## src/rtl/regfile_mp.sv

```systemverilog
// regfile_mp: multi-port register file with two write ports, registered reads and a busy scoreboard.
// Build option: define RF_BYPASS_EN to forward same-cycle writes to reads.
module regfile_mp #(
  parameter int unsigned DATA_W   = 32,
  parameter int unsigned ADDR_W   = 5,
  parameter int unsigned NR       = 2,
  parameter bit          ZERO_REG = 1'b1
) (
  input  logic                   clk,
  input  logic                   rst,
  input  logic                   rd_en,
  input  logic [NR*ADDR_W-1:0]   rd_addr,
  output logic [NR*DATA_W-1:0]   rd_data,
  output logic [NR-1:0]          rd_busy,
  input  logic                   we0,
  input  logic [ADDR_W-1:0]      wa0,
  input  logic [DATA_W-1:0]      wd0,
  input  logic                   we1,
  input  logic [ADDR_W-1:0]      wa1,
  input  logic [DATA_W-1:0]      wd1,
  input  logic                   busy_set,
  input  logic [ADDR_W-1:0]      busy_addr
);

  localparam int unsigned DEPTH = 1 << ADDR_W;

  logic [DATA_W-1:0] mem [DEPTH];
  logic [DEPTH-1:0]  busy_q;
  logic [DEPTH-1:0]  busy_nxt;
  logic              w0_ok;
  logic              w1_ok;
  logic              set_ok;

  // Writes and issues to a hardwired zero entry are dropped.
  assign w0_ok  = we0 && !(ZERO_REG && (wa0 == '0));
  assign w1_ok  = we1 && !(ZERO_REG && (wa1 == '0));
  assign set_ok = busy_set && !(ZERO_REG && (busy_addr == '0));

  // Writeback clears, issue sets; a new producer overrides a completing one.
  always_comb begin
    busy_nxt = busy_q;
    if (w0_ok)  busy_nxt[wa0] = 1'b0;
    if (w1_ok)  busy_nxt[wa1] = 1'b0;
    if (set_ok) busy_nxt[busy_addr] = 1'b1;
  end

  // Port 1 is written last so it wins an address collision.
  always_ff @(posedge clk) begin
    if (rst) begin
      for (int unsigned i = 0; i < DEPTH; i++) mem[ADDR_W'(i)] <= '0;
      busy_q <= '0;
    end else begin
      if (w0_ok) mem[wa0] <= wd0;
      if (w1_ok) mem[wa1] <= wd1;
      busy_q <= busy_nxt;
    end
  end

  for (genvar k = 0; k < NR; k++) begin : g_rd
    logic [ADDR_W-1:0] ra;
    logic [DATA_W-1:0] rv;
    logic [DATA_W-1:0] d_q;
    logic              b_q;

    assign ra = rd_addr[k*ADDR_W +: ADDR_W];

    always_comb begin
      rv = mem[ra];
`ifdef RF_BYPASS_EN
      if (w1_ok && (wa1 == ra))      rv = wd1;
      else if (w0_ok && (wa0 == ra)) rv = wd0;
`endif
      if (ZERO_REG && (ra == '0)) rv = '0;
    end

    // Outputs hold while rd_en is low (pipeline stall).
    always_ff @(posedge clk) begin
      if (rst) begin
        d_q <= '0;
        b_q <= 1'b0;
      end else if (rd_en) begin
        d_q <= rv;
        b_q <= busy_nxt[ra];
      end
    end

    assign rd_data[k*DATA_W +: DATA_W] = d_q;
    assign rd_busy[k]                  = b_q;
  end

endmodule

```

## config.mk

```make
export PLATFORM = sky130hd
export DESIGN_NAME = regfile_mp
export DESIGN_NICKNAME = d
export VERILOG_FILES = /design/src/rtl/regfile_mp.sv
export SDC_FILE = /design/constraint.sdc
export NUM_CORES = 2
export LEC_CHECK = 0
export ABC_AREA = 0
export CAP_MARGIN = 20
export CELL_PAD_IN_SITES_DETAIL_PLACEMENT = 0
export CELL_PAD_IN_SITES_GLOBAL_PLACEMENT = 1
export CORE_MARGIN = 5
export CORE_UTILIZATION = 30
export DETAILED_ROUTE_END_ITERATION = 6
export PLACE_DENSITY = 0.61
export SLEW_MARGIN = 20
export SYNTH_ARGS = -nofsm -noshare
export SYNTH_HDL_FRONTEND = slang
export SYNTH_SLANG_ARGS = --single-unit
```

## constraint.sdc

```tcl
create_clock -name clk -period 5.1 [get_ports clk]
set_input_delay 1.275 -clock clk [delete_from_list [all_inputs] [get_ports clk]]
set_output_delay 1.275 -clock clk [all_outputs]
set_load 0.01 [all_outputs]
```

==> run_results.csv <==
group,metric,value,unit
sta,max-slew-margin-rel,0.3177,
floorplan,dieHeight,468.6,um
logic_synthesis,netlist.top_cell.by_area,"edfxtp_1",
logic_synthesis,postSynthRegisterBits,1122,
floorplan,core_area,209400,um^2
place,dpl_cell_area,68700,um^2
critical_path,critical_path.endpoint_type,"output port",
critical_path,worst_ep_required_time,3.83,ns
power_and_ir_drop,switching_part_of_the_total_power,0.2756,
sta,setup-violations-final,0,
critical_path,critical-path-max-stage-delay,0.73,ns
critical_path,crit_fanout,3,
clocking,numCtsBuffers,134,
sta,rsz_0062_raised_after_global_routing,"no",
power_and_ir_drop,ir_worst_vdd,0.3053,mV
grt,number_of_antenna_violations_at_the_first_check_in_global_routing,12,
logic_synthesis,yosysMostFrequentCell,"edfxtp_1",
grt,first_global_vias,49120,
clocking,cts.repair.resized,0,
run_status,outcome,"finished, final reports clean",
logic_synthesis,async_flop_share,0,
sta,final_period_minus_worst_setup_slack,3.482,ns
finish,final_design_area_no_fill,72860,um^2
critical_path,r2r_start,"mem[25][18]$_DFFE_PP_",
logic_synthesis,synth_simple_gate_area_share,0.04320,
power_and_ir_drop,internal-power,17.05,mW
logic_synthesis,share_of_the_yosys_chip_area_belonging_to_registers,0.5183,
clocking,insertion_delay,0.79,ns
logic_synthesis,synthMuxAreaShare,0.1745,
sta,final_sum_of_negative_setup_slack,0,ns
clocking,clock_tree.htree_level_count,4,
logic_synthesis,synthesized_area_per_cell,12.91,um^2
clocking,numClockSinks,1122,
critical_path,worstPathCellList,"clkdlybuf4s50_1",
logic_synthesis,synthFlopType,"edfxtp_1",
critical_path,critical-path-top-delay-family,"flip-flops",
sta,holdWs,0.4605,ns
critical_path,ff2ff_path_depth,6,
critical_path,slowest_stage,"dfxtp_1",
clocking,cts_tree,"built",
finish,nets,4885,
sta,finalClockSkew,0.03472,ns
sta,max_slew.worst_pin.slew,1.021,ns
sta,final-hold-violation-count,0,
clocking,cts.reportedPaths.clkPinSlew,0.06,ns
critical_path,timing.critical_path.buf_inv,1,
place,buffer_ports.inserted,160,
logic_synthesis,post_synth_instance_area,63110,um^2
route,firstDrtPassIters,5,
finish,post-route-util,0.3480,
place,gp_routability_congestion,0.8897,
sta,maxClockFrequency,287.2,MHz
logic_synthesis,syn_inst,4888,
clocking,cts_root_buffer,"clkbuf_16",
logic_synthesis,number_of_enable_type_register_cells_in_the_synthesized_netlist,1024,
clocking,cts_setup_buffers,0,
power_and_ir_drop,power_switching,6.489,mW
critical_path,worst-path-stages,1,
power_and_ir_drop,p_leak,24.73,nW
logic_synthesis,synth_cell_types,66,
critical_path,startpoint_type,"flip-flop",
grt,grt_max_degree,102,
place,place_hpwl,163.6,mm
clocking,post_cts_hold_buffers,0,
floorplan,rows,168,
logic_synthesis,synth_common_cells,"edfxtp_1 (1024), a22o_1 (995), clkbuf_1 (537), mux2i_1 (449), a21oi_1 (279)",
power_and_ir_drop,share_seq_of_total_power,0.463,
logic_synthesis,yosys_warnings,0,
route,totalWireLength,288.4,mm
power_and_ir_drop,powerDensity,323.1,nW/um^2
critical_path,path_class,"flip-flop to output port",
floorplan,fp.dieW,468.6,um
sta,final_min_period_over_clock_period,0.6828,
logic_synthesis,dominant_combinational_cell_family_by_area_after_synthesis,"compound AO/OA/AOI/OAI gates",
logic_synthesis,yosys.area_share.adder,0,
sta,final-max-slew-violation-count,0,
route,first_iter_violations,6182,
route,remaining_design_rule_violation_count,0,
floorplan,io_pins,161,
critical_path,cp-endpoint,"rd_busy[0]",
power_and_ir_drop,power.combinational.fraction,0.138,
critical_path,critical_path.reg2reg.endpoint,"g_rd[1].d_q[18]$_SDFFE_PP0P_",
run,max_cap_viol_count,0,
route,detail-route-antenna-nets,0,
sta,final_critical_path_setup_slack,1.618,ns
floorplan,dieArea,219600,um^2
clocking,cts-root-to-sink-buffers,3,
critical_path,worst_setup_path_startpoint,"g_rd[0].b_q$_SDFFE_PP0P_",
finish,syn_to_final_growth,15.46,%
logic_synthesis,synthXorXnorAreaFrac,0,
grt,globalRouteTotalUtil,0.2535,
worst_hold_path,hp-class,"flip-flop to flip-flop",
floorplan,initial_utilization,0.3014,
logic_synthesis,synth_compound_gate_area_share,0.2199,
worst_hold_path,cells_on_worst_hold_path,2,
finish,layout-drive-gt1-share,0.1822,
route,post_drt_via_cell_ratio,6.499,
route,vias,50120,
logic_synthesis,biggest_area_contributors_in_the_synthesized_netlist,"edfxtp_1 (49%), a22o_1 (14%), mux4_2 (9.2%), mux2i_1 (7.1%), clkbuf_1 (3.2%)",
place,pre_cts_slack,0.9206,ns
grt,grt_first_pass_wirelength,393.9,mm
critical_path,worstPathArrival,2.21,ns
logic_synthesis,synth_largest_type_area_fraction,0.4873,
critical_path,timing.reg2reg.setup_slack,2.80,ns
route,wl_per_cell,37.39,um
power_and_ir_drop,share_clk_of_total_power,0.399,
grt,grt_overflow,0,
per-layer routing:
| layer | track usage | vias to the layer above | part of all wire |
|---|---|---|---|
| li1 | - | 20020 | - |
| met1 | 0.3155 | 25880 | 0.38 |
| met2 | 0.4063 | 3358 | 0.46 |
| met3 | 0.06411 | 860 | 0.10 |
| met4 | 0.1345 | 0 | 0.062 |
| met5 | 0 | - | 0 |
metrics by stage:
step	instances	power [mW]
after global placement	7459	14.24
final	7712	23.54
after CTS	7706	23.57
after detailed placement	7459	14.28
after floorplan	4919	12.87
after global routing	7707	24.18
sequential cells by signal, summed over array words and instances (netlist names):
signal	flops
mem	1024
g_rd.d_q	64
busy_q	32
g_rd.b_q	2
layout make-up:
type / instances / area, um^2
Fill cell: 20340 / 136500
Sequential cell: 1122 / 32710
Multi-Input combinational cell: 3114 / 28210
Timing Repair Buffer: 410 / 4190
Clock buffer: 189 / 3672
Tap cell: 2805 / 3510
Clock inverter: 58 / 516.7
Inverter: 8 / 35.03
Antenna cell: 6 / 15.01
layout by cell type, fill, tap and decap left out, drive strengths merged, types with 14 or more instances in the layout:
master | netlist | layout
edfxtp | 1024 | 1024
o221ai | 196 | 196
mux2i | 449 | 449
nor3b | 75 | 75
mux4 | 257 | 257
a32o | 14 | 14
a21oi | 279 | 279
nor2 | 87 | 87
mux2 | 65 | 65
clkbuf | 537 | 189
nor3 | 102 | 102
o22ai | 131 | 131
inv | 8 | 14
clkinv | 0 | 47
nand2 | 146 | 146
a22o | 995 | 995
clkdlybuf4s50 | 0 | 130
conb | 1 | 32
o21ai | 135 | 135
dfxtp | 98 | 98
buf | 138 | 280
nor2b | 25 | 25
cell families after synthesis:
group                  Yosys count
buffers and inverters          683
AO/OA/AOI/OAI                 1798
flip-flops                    1122
AND/OR/NAND/NOR                513
multiplexers                   771
other                            1
worst reg2reg max path, cell delays in order (launching register included):
cell      delay (ns)
edfxtp_1        0.34
mux2i_1         0.08
o221ai_1        0.39
o22ai_1         0.21
nor3b_1         0.63
o21ai_0         0.37
a21oi_1         0.21
power by group through the flow:
stage	registers (mW)	logic, mW	clock network, mW
2_1_floorplan	11.0	1.86	0
3_3_place_gp	11.1	3.18	0
3_5_place_dp	11.1	3.18	0
4_1_cts	10.9	3.19	9.47
5_1_grt	11.0	3.36	9.85
6_report	10.9	3.25	9.39
how the worst min path moves through the flow:
stage | start | endpoint
2_1_floorplan | busy_q[0]$_SDFF_PP0_ | busy_q[0]$_SDFF_PP0_
3_3_place_gp | g_rd[0].d_q[7]$_SDFFE_PP0P_ | g_rd[0].d_q[7]$_SDFFE_PP0P_
3_5_place_dp | g_rd[0].d_q[7]$_SDFFE_PP0P_ | g_rd[0].d_q[7]$_SDFFE_PP0P_
4_1_cts | g_rd[1].d_q[3]$_SDFFE_PP0P_ | g_rd[1].d_q[3]$_SDFFE_PP0P_
5_1_grt | g_rd[0].d_q[9]$_SDFFE_PP0P_ | g_rd[0].d_q[9]$_SDFFE_PP0P_
6_report | g_rd[1].d_q[26]$_SDFFE_PP0P_ | g_rd[1].d_q[26]$_SDFFE_PP0P_
Note: power is estimated with default switching activity, not from simulation.
